**config.mk**
```make
export PLATFORM = sky130hd
export DESIGN_NAME = burst_slave_mem
export DESIGN_NICKNAME = d
export VERILOG_FILES = /design/src/rtl/interconnect_pkg.sv /design/src/rtl/burst_slave_regfile.sv /design/src/rtl/burst_slave_mem.sv
export SDC_FILE = /design/constraint.sdc
export NUM_CORES = 1
export LEC_CHECK = 0
export CAP_MARGIN = 10
export CORE_ASPECT_RATIO = 0.9
export CORE_MARGIN = 2
export CORE_UTILIZATION = 60
export DETAILED_ROUTE_END_ITERATION = 8
export HOLD_SLACK_MARGIN = 0.05
export PLACE_DENSITY_LB_ADDON = 0.1
export SKIP_LAST_GASP = 1
export SYNTH_ARGS = -nofsm -noshare
export SYNTH_HDL_FRONTEND = slang
export SYNTH_HIERARCHICAL = 1
export SYNTH_SLANG_ARGS = --single-unit
```
**constraint.sdc**
```tcl
create_clock -name clock -period 4.8 [get_ports clock]
set_input_delay 0.96 -clock clock [delete_from_list [all_inputs] [get_ports clock]]
set_output_delay 0.96 -clock clock [all_outputs]
set_load 0.03 [all_outputs]
```
**src/rtl/interconnect_pkg.sv**
```systemverilog
// +----------------------------------------------------------------------------+
// | Module      : interconnect_pkg                                             |
// | Description : Shared types and constants for the interconnect slave path.  |
// | Revision    : 1.0 - initial release                                        |
// +----------------------------------------------------------------------------+
`default_nettype none

package interconnect_pkg;

  localparam int c_dw = 32;
  localparam int c_aw = 4;
  localparam int c_lw = 4;

  // Request opcode, packed as {wr, rd}
  localparam logic [1:0] c_op_write = 2'b10;
  localparam logic [1:0] c_op_read  = 2'b01;

  typedef enum logic [1:0] {
    ST_IDLE  = 2'd0,
    ST_WRITE = 2'd1,
    ST_READ  = 2'd2,
    ST_RESP  = 2'd3
  } state_t;

endpackage

`default_nettype wire

```
**src/rtl/burst_slave_regfile.sv**
```systemverilog
// +----------------------------------------------------------------------------+
// | Module      : burst_slave_regfile                                          |
// | Description : DEPTH x DW register array, synchronous write, registered read|
// | Revision    : 1.0 - initial release                                        |
// +----------------------------------------------------------------------------+
`default_nettype none

module burst_slave_regfile
  import interconnect_pkg::*;
#(
  parameter int DW = c_dw,
  parameter int AW = c_aw
) (
  input  logic          clock,
  input  logic          reset,
  input  logic          i_we,
  input  logic [AW-1:0] i_waddr,
  input  logic [DW-1:0] i_wdata,
  input  logic          i_re,
  input  logic [AW-1:0] i_raddr,
  output logic [DW-1:0] o_rdata
);

  localparam int DEPTH = 2**AW;

  logic [DW-1:0] r_mem [DEPTH];
  logic [DW-1:0] r_rdata;

  // Storage is deliberately left out of reset so contents survive a reset pulse.
  always_ff @(posedge clock) begin
    if (i_we) begin
      r_mem[i_waddr] <= i_wdata;
    end
  end

  always_ff @(posedge clock or negedge reset) begin
    if (!reset) begin
      r_rdata <= '0;
    end else if (i_re) begin
      r_rdata <= r_mem[i_raddr];
    end
  end

  assign o_rdata = r_rdata;

endmodule

`default_nettype wire

```
**src/rtl/burst_slave_mem.sv**
```systemverilog
// +----------------------------------------------------------------------------+
// | Module      : burst_slave_mem                                              |
// | Description : Burst slave: request FSM, write/read beat streaming, regfile.|
// |               Define BURST_SLAVE_MEM_OOR_ERR_EN to reject bursts that run  |
// |               past the top of memory instead of wrapping.                  |
// | Revision    : 1.0 - initial release                                        |
// +----------------------------------------------------------------------------+
`default_nettype none

module burst_slave_mem
  import interconnect_pkg::*;
#(
  parameter int DW = c_dw,
  parameter int AW = c_aw,
  parameter int LW = c_lw
) (
  input  logic          clock,
  input  logic          reset,
  input  logic          io_req_valid,
  output logic          io_req_ready,
  input  logic          io_req_wr,
  input  logic          io_req_rd,
  input  logic [AW-1:0] io_req_address,
  input  logic [LW-1:0] io_req_length,
  input  logic [DW-1:0] io_wdata,
  input  logic          io_wvalid,
  output logic          io_wready,
  output logic [DW-1:0] io_rdata,
  output logic          io_rvalid,
  input  logic          io_rready,
  output logic          io_rlast,
  output logic          io_done,
  output logic          io_err,
  output logic          io_busy
);

  state_t        r_state;
  logic [AW-1:0] r_ptr;
  logic [LW-1:0] r_cnt;
  logic          r_rvalid;
  logic          r_rlast;
  logic          r_done;
  logic          r_err;

  logic          w_accept;
  logic [1:0]    w_op;
  logic          w_oor;
  logic          w_bad;
  logic          w_we;
  logic          w_re;
  logic [AW-1:0] w_raddr;

  assign io_req_ready = (r_state == ST_IDLE);
  assign io_wready    = (r_state == ST_WRITE);
  assign io_busy      = (r_state != ST_IDLE);
  assign io_rvalid    = r_rvalid;
  assign io_rlast     = r_rlast;
  assign io_done      = r_done;
  assign io_err       = r_err;

  assign w_accept = io_req_valid && io_req_ready;
  assign w_op     = {io_req_wr, io_req_rd};

`ifdef BURST_SLAVE_MEM_OOR_ERR_EN
  localparam int DEPTH = 2**AW;
  localparam int EW    = ((AW > LW) ? AW : LW) + 1;
  logic [EW-1:0] w_end;
  assign w_end = EW'(io_req_address) + EW'(io_req_length);
  assign w_oor = (w_end > EW'(DEPTH));
`else
  assign w_oor = 1'b0;
`endif

  assign w_bad = ((w_op != c_op_write) && (w_op != c_op_read)) ||
                 (io_req_length == '0) || w_oor;

  assign w_we = (r_state == ST_WRITE) && io_wvalid;

  // Prefetch the next word while the current beat is being accepted, so the
  // stream runs at one beat per cycle; hold the read register during a stall.
  assign w_re    = (r_state == ST_READ) &&
                   (!r_rvalid || (io_rready && (r_cnt != LW'(1))));
  assign w_raddr = r_rvalid ? (r_ptr + AW'(1)) : r_ptr;

  always_ff @(posedge clock or negedge reset) begin
    if (!reset) begin
      r_state  <= ST_IDLE;
      r_ptr    <= '0;
      r_cnt    <= '0;
      r_rvalid <= 1'b0;
      r_rlast  <= 1'b0;
      r_done   <= 1'b0;
      r_err    <= 1'b0;
    end else begin
      r_done <= 1'b0;
      r_err  <= 1'b0;
      case (r_state)
        ST_IDLE: begin
          if (w_accept) begin
            r_ptr <= io_req_address;
            r_cnt <= io_req_length;
            if (w_bad) begin
              r_state <= ST_RESP;
              r_done  <= 1'b1;
              r_err   <= 1'b1;
            end else if (w_op == c_op_write) begin
              r_state <= ST_WRITE;
            end else begin
              r_state <= ST_READ;
            end
          end
        end
        ST_WRITE: begin
          if (io_wvalid) begin
            r_ptr <= r_ptr + AW'(1);
            r_cnt <= r_cnt - LW'(1);
            if (r_cnt == LW'(1)) begin
              r_state <= ST_RESP;
              r_done  <= 1'b1;
            end
          end
        end
        ST_READ: begin
          if (!r_rvalid) begin
            r_rvalid <= 1'b1;
            r_rlast  <= (r_cnt == LW'(1));
          end else if (io_rready) begin
            r_ptr <= r_ptr + AW'(1);
            r_cnt <= r_cnt - LW'(1);
            if (r_cnt == LW'(1)) begin
              r_rvalid <= 1'b0;
              r_rlast  <= 1'b0;
              r_state  <= ST_RESP;
              r_done   <= 1'b1;
            end else begin
              r_rlast <= (r_cnt == LW'(2));
            end
          end
        end
        ST_RESP: begin
          r_state <= ST_IDLE;
        end
        default: begin
          r_state <= ST_IDLE;
        end
      endcase
    end
  end

  burst_slave_regfile #(
    .DW (DW),
    .AW (AW)
  ) u_regfile (
    .clock   (clock),
    .reset   (reset),
    .i_we    (w_we),
    .i_waddr (r_ptr),
    .i_wdata (io_wdata),
    .i_re    (w_re),
    .i_raddr (w_raddr),
    .o_rdata (io_rdata)
  );

endmodule

`default_nettype wire

```
==> results of run 1 <==
-- logic make-up after synthesis --
group / Yosys count / synth area share (%)
xor gates and xnor gates: 3 / 0.1205
and+or+nand+nor: 100 / 2.358
adders and majority gates: 10 / 0.5738
DFF: 558 / 75.79
AOI/OAI and AO/OA: 82 / 3.730
muxes: 166 / 15.12
buffers and inverters: 63 / 2.312
-- worst max-delay path, stage by stage (launching register included) --
cell      delay [ps]
dfrtp_1          730
ha_1             290
nand2_1           90
xnor2_2          430
buf_12           420
mux4_1           660
mux2i_1          280
a221oi_2         110
-- synthesized netlist by cell type, types with 4 or more instances --
library cell	instances
a221oi_1	9
a221oi_2	23
buf_12	6
buf_2	10
buf_4	9
buf_6	9
clkbuf_1	12
dfrtp_1	46
dlygate4sd1_1	4
edfxtp_1	512
ha_1	10
inv_1	9
mux2i_1	35
mux4_1	8
mux4_2	120
nand2_1	10
nand3_1	5
nand3b_1	8
nor2_1	50
nor3_1	4
o21ai_0	6
o22ai_1	22
o22ai_2	10
-- flip-flops by register name (all words and copies together) (netlist names) --
register / flops
io_done: 1
io_err: 1
u_regfile/o_rdata: 32
r_ptr: 4
r_state: 2
u_regfile/r_mem: 512
io_rvalid: 1
io_rlast: 1
r_cnt: 4
-- cell usage in the layout (no fill, tap or decap), types with 5 or more instances in the layout --
cell type,n
o22ai_1,22
edfxtp_1,512
ha_1,10
mux2i_1,35
mux4_2,120
clkbuf_1,17
clkbuf_16,51
buf_4,22
o21ai_0,6
inv_1,9
nor2_4,12
a221oi_1,9
o22ai_2,10
nor2_1,38
clkbuf_8,9
clkinv_2,8
mux4_1,8
nand3b_1,8
buf_12,11
nand3_1,5
nand2_1,10
dfrtp_1,46
clkdlybuf4s50_1,84
a221oi_2,23
-- power by group --
group / internal (mW) / leakage [nW] / switching [mW]
Combinational: 2.83 / 2.22 / 3.29
Sequential: 5.65 / 5.12 / 0.239
Clock: 2.26 / 0.798 / 1.66
-- stage by stage --
step	instance area (um^2)	hold WS, ps
after floorplan	21810	480.1
after global placement	23320	517.8
after detailed placement	23320	526.1
after CTS	24940	540.1
after global routing	24940	567.3
final	24940	537.5
-- cell type report --
| class | instances | area [um^2] | area share, % |
|---|---|---|---|
| flip-flops and latches | 558 | 16530 | 66.27 |
| repair buffers | 118 | 1231 | 4.937 |
| multi-input cells | 361 | 4932 | 19.78 |
| well taps | 476 | 595.6 | 2.388 |
| inverters | 9 | 33.78 | 0.1355 |
| clock buffers | 77 | 1464 | 5.871 |
| clock inverters | 16 | 153.9 | 0.6172 |
-- worst min path at each step --
stage,cells after the start,to,slack [ps],start
3_3_place_gp,1,io_rlast,520,io_rlast
6_report,1,r_cnt[0],540,r_cnt[0]
2_1_floorplan,1,r_cnt[0],480,r_cnt[0]
3_5_place_dp,1,r_cnt[0],530,r_cnt[0]
4_1_cts,1,r_cnt[0],540,r_cnt[0]
5_1_grt,1,io_rlast,570,io_rlast
-- routing by layer --
| metal | global-route usage [%] | vias to the layer above | wire [um] |
|---|---|---|---|
| met4 | 6.187 | 0 | 909 |
| met1 | 36.63 | 5565 | 19460 |
| li1 | - | 4375 | - |
| met2 | 39.47 | 328 | 21700 |
| met3 | 4.222 | 56 | 2643 |
| met5 | 0 | - | 0 |
==> metrics.md, run 1 <==
| Metric | Value |
|---|---|
| Via density | between 6 and 7 |
| Max-Cap Viols | 0 |
| Post-route minimum period | around 3200 ps |
| Critical-path maximum fanout | 56 |
| Yosys warning total | 6 |
| Power, Total | roughly 16 mW |
| Layout cell share with drive strength beyond 1 | between 20% and 30% |
| Synth Flop Type | edfxtp_1 |
| Final core utilization | between 60 and 70% |
| Max H-tree Level | 2 |
| Die area | 37,890 um^2 |
| Tightest Pin Transition | roughly 1200 ps |
| Via count | roughly 10k |
| Fin cells | between 1.5k and 2k |
| Die H | ~180 um |
| Placer congestion estimate | roughly 0.74 |
| # rows | 66 |
| Clk Latency, worst-skew pair | between 500 and 600 ps |
| Synthesized flop and latch total | around 560 |
| Syn_area_per_cell | between 20 and 25 um^2 |
| Type of element launching the critical path | flip-flop |
| FF-to-FF path depth | 7 |
| Highest Clock Rate | ~300 MHz |
| Pwr/cell area | ~640 nW/um^2 |
| Syn_nets | between 1k and 1.5k |
| Largest net degree at the start of global routing | 64 |
| Number of gates resized after cts | 0 |
| Die X | around 200 um |
| Ys async rst share | 8.244% |
| DRT Pass-1 Iters | 4 |
| Inserted Clock Buffers | 51 |
| RSZ-0062 raised after global routing | false |
| CP endpoint kind | flip-flop |
| I/O pins | 86 |
| DRC | 0 |
| Syn Std Cell Area | around 22,000 um^2 |
| Clock Skews | roughly 11 ps |
| Sequential share of the synthesized area | around three quarters |
| HP Class | reg2reg |
| Final Max Tran Viols | 0 |
| Arrival time worst endpoint | about 3600 ps |
| Core box area | about 36,000 um^2 |
| Crit path kind | reg2reg |
| R2R setup slack | ~1600 ps |
| RR Startpoint | r_ptr[0] |
| CP Capture Point | u_regfile/o_rdata[5] |
| GRT Resource Usage Total | ~25% |
| Outcome | complete, no violations |
| DP HPWL | around 25 mm |
| Setup ws final | between 1500 and 2000 ps |
| CTS Sinks | roughly 560 |
| Initial antenna violation count | 0 |
| Period utilization | between 60% and 70% |
| DR WL/cell | about 28 um |
| Port Buffers | 85 |
| Leak | between 8 and 9 nW |
| Critical Path RT | just over 5000 ps |
| CTS tree | yes |
| Overflow after GRT | 0 |
| Yosys top cell area share | between 70 and 80% |
| Routed wire length | ~45 mm |
| Worst vdd ir | between 0.5 and 0.6 mV |
| Final setup viols | 0 |
| Worst slew margin | approximately 18% |
| Clock Tree Root | clkbuf_16 |
| Area delta synth->final | 14.36% |
| Vias in the first global route | about 11k |
| Synth top area cells | edfxtp_1 71%, mux4_2 12%, dfrtp_1 5.3% |
| Post-layout nets | between 1k and 1.5k |
| Routed Antenna Nets | 0 |
| N_diodes | 0 |
| CTS Buffer Depth | 3 |
| First-pass GRT wire length | approximately 70 mm |
| Worst r2r dst | u_regfile/o_rdata[5] |
| Initial DRC count | around 850 |
| Starting Density | 60.56% |
| Clock slew at reported path FFs | ~70 ps |
| Area leader, netlist | edfxtp_1 |
| Mapped Cells | about 1,000 |
| Pre-CTS WS | approximately 1200 ps |
| Number of enable flip-flop cells after synthesis | 512 |
| TNS Setup | 0 ps |
| CP startpoint | r_ptr[0] |
| Filler cell count | 2,277 |
| Setup bufs post-CTS | 0 |
| Post-cts hold buffer count | 0 |
| Post-placement cell count | around 1.5k |
| Final Hold Viols | 0 |
| Netlist cell types | 55 |
(Power assumes the default switching activity.)
==> run 2, diff against run 1 <==
CORE_UTILIZATION = 55   (was 60)
clock period = 2.7 ns   (was 4.8 ns; I/O delays follow)
==> run 2 against run 1 <==
Against the previous run:
- clock skew grew 3.8 ps
- highest routed layer unchanged
- first-iteration DRC count grew 21%
- cell area grew 2.8%
- die area grew 8.9%
- register-to-register slack lost 1400 ps
- critical path depth shrank 6
- wire length grew 0.60%
- sequential cell count is the same
- clock power grew 83%
- sequential share of layout area shrank 1.8 points
- global-route usage shrank 2.0 points
- sequential power grew 77%
==> metrics.md, run 2 (synthesis gave the netlist of run 1 again) <==
| Metric | Value |
|---|---|
| Worst hold slack | 528.7 ps (-8.851 ps) |
| Final core utilization | 65.26% (-4.0 points) |
| Crit path cell chain | clkdlybuf4s50_1 |
| Final Max Tran Viols | 0 (unchanged) |
| Final Hold Viols | 0 (unchanged) |
| Commonest non-fill, non-tap cell in the layout | edfxtp_1 |
| Worst slew margin | 52.60% (+35 points) |
| Die X | 213.9 um (+4.4%) |
| DRC | 0 (unchanged) |
| Worst vdd ir | 0.9646 mV (+86%) |
| Leak | 8.433 nW (+3.7%) |
| Critical path's top delay family | buffers and inverters |
| Period utilization | 94.45% |
| Layout cell share with drive strength beyond 1 | 27.96% (+2.4 points) |
| Die H | 192.9 um (+4.3%) |
| Overflow after GRT | 0 (unchanged) |
| Max-Cap Viols | 0 (unchanged) |
| Largest net degree at the start of global routing | 66 (+3.1%) |
| Worst path bufs/invs | 1 (unchanged) |
| Port Buffers | 85 (unchanged) |
| Final setup viols | 0 (unchanged) |
| First-pass GRT wire length | 67.20 mm (-1.4%) |
| Filler cell count | 2,603 (+14%) |
| GRT Resource Usage Total | 22.79% (-2.0 points) |
| Crit path largest cell delay | 780 ps (+50 ps) |
| Max H-tree Level | 2 (unchanged) |
| CP max stage cell | clkdlybuf4s50_1 |
| Largest register FFs | 512 (unchanged) |
| Most frequent cells in the layout | 512 x edfxtp_1, 120 x mux4_2, 82 x clkdlybuf4s50_1 |
| Pwr/cell area | 1133 nW/um^2 (+77%) |
| Clock Tree Root | clkbuf_16 |
| Area delta synth->final | 17.56% |
| Arrival time worst endpoint | 2010 ps (-1620 ps) |
| Tightest Pin Transition | 711.0 ps (-525.8 ps) |
| Setup ws final | 149.8 ps (-1405 ps) |
| CP endpoint kind | primary output |
| Inserted Clock Buffers | 53 (+3.9%) |
| I/O pins | 86 (unchanged) |
| Crit path kind | reg2out |
| CTS Sinks | 558 (unchanged) |
| Clk Latency, worst-skew pair | 600 ps (+40 ps) |
| Via count | 10.36k (+0.32%) |
| Critical Path RT | 2160 ps (-3020 ps) |
| Vias in the first global route | 10.57k (-2.2%) |
| Routed Antenna Nets | 0 (unchanged) |
| Highest Clock Rate | roughly 390 MHz |
| Initial DRC count | 1,033 (+21%) |
| Routed wire length | 44.98 mm (+0.60%) |
| Type of element launching the critical path | flip-flop |
| Via density | 6.032 (-5.6%) |
| Clock slew at reported path FFs | 60 ps (about the same) |
| Placer congestion estimate | 0.7655 (+3.3%) |
| Post-route minimum period | between 2000 and 3000 ps |
| Core box area | 39,280 um^2 (+9.1%) |
| Clock Skews | 14.64 ps (+3.782 ps) |
| Starting Density | 55.51% (-5.1 points) |
| # rows | 69 (+4.5%) |
| HP Class | in2async |
| Initial antenna violation count | 1 (+1) |
| Largest reg by FF count | u_regfile/r_mem |
| TNS Setup | 0 ps (unchanged) |
| Die area | 41,260 um^2 (+8.9%) |
| Critical-path maximum fanout | 11 (-80%) |
| DRT Pass-1 Iters | 7 (+3) |
| CTS tree | yes |
| RSZ-0062 raised after global routing | false |
| DR WL/cell | 26.20 um (-5.4%) |
| Pre-CTS WS | -0.2787 ps (-1215 ps) |
| CTS Buffer Depth | 3 (unchanged) |
| Post-layout nets | 1,197 (+3.5%) |
| DP HPWL | 26.78 mm (+8.7%) |
| Outcome | complete, no violations |
run 2: path summary, 6_finish.rpt:
path                       startpoint                     to  slack, ps  depth (start not counted)
hold reg to reg              io_rlast               io_rlast        530                          1
setup / recovery            io_rvalid              io_rvalid        150                          1
min in group clock           io_rlast               io_rlast        530                          1
setup reg to reg            io_rvalid   u_regfile/o_rdata[4]        160                          7
max in group asynchronous       reset  u_regfile/o_rdata[12]       1530                          3
hold / removal                  reset               r_cnt[0]        530                          2
run 2: what timing repair did:
| item | CTS | global route |
|---|---|---|
| buffers inserted | 0 | 0 |
| setup endpoints to repair | 2 | 0 |
| hold endpoints to repair | 20 | 0 |
| resized for setup | 2 | 0 |
| hold buffers | 1 | 0 |
run 2: power breakdown:
part / switching, mW / internal, mW
logic: 5.94 / 5.50
registers: 0.354 / 10.0
clock network: 3.10 / 4.09
total: 9.39 / 19.6
run 2: final cells by class:
cell class	instances	area (um^2)	share of cell area, %
Sequential cell	558	16530	64.46
Antenna cell	1	2.502	0.009761
Multi-Input combinational cell	361	4970	19.39
Clock buffer	63	1364	5.320
Tap cell	532	665.6	2.597
Inverter	9	33.78	0.1318
Timing Repair Buffer	157	1762	6.872
Clock inverter	36	312.8	1.220
run 2: per-layer routing:
metal  vias up  wire (um)  GRT usage, %
met5         -          0             0
met2       315      21190         34.77
met4         0        883         7.051
met3        56       2559         3.580
met1      5531      20340         34.46
li1       4455          -             -
run 2: per-stage QoR:
stage | cells | total power [mW] | cell area [um^2]
2_1_floorplan | 982 | 19.12 | 21850
3_3_place_gp | 1616 | 22.04 | 23950
3_5_place_dp | 1616 | 22.16 | 23950
4_1_cts | 1716 | 29.37 | 25630
5_1_grt | 1716 | 30.36 | 25630
6_report | 1717 | 29.03 | 25640
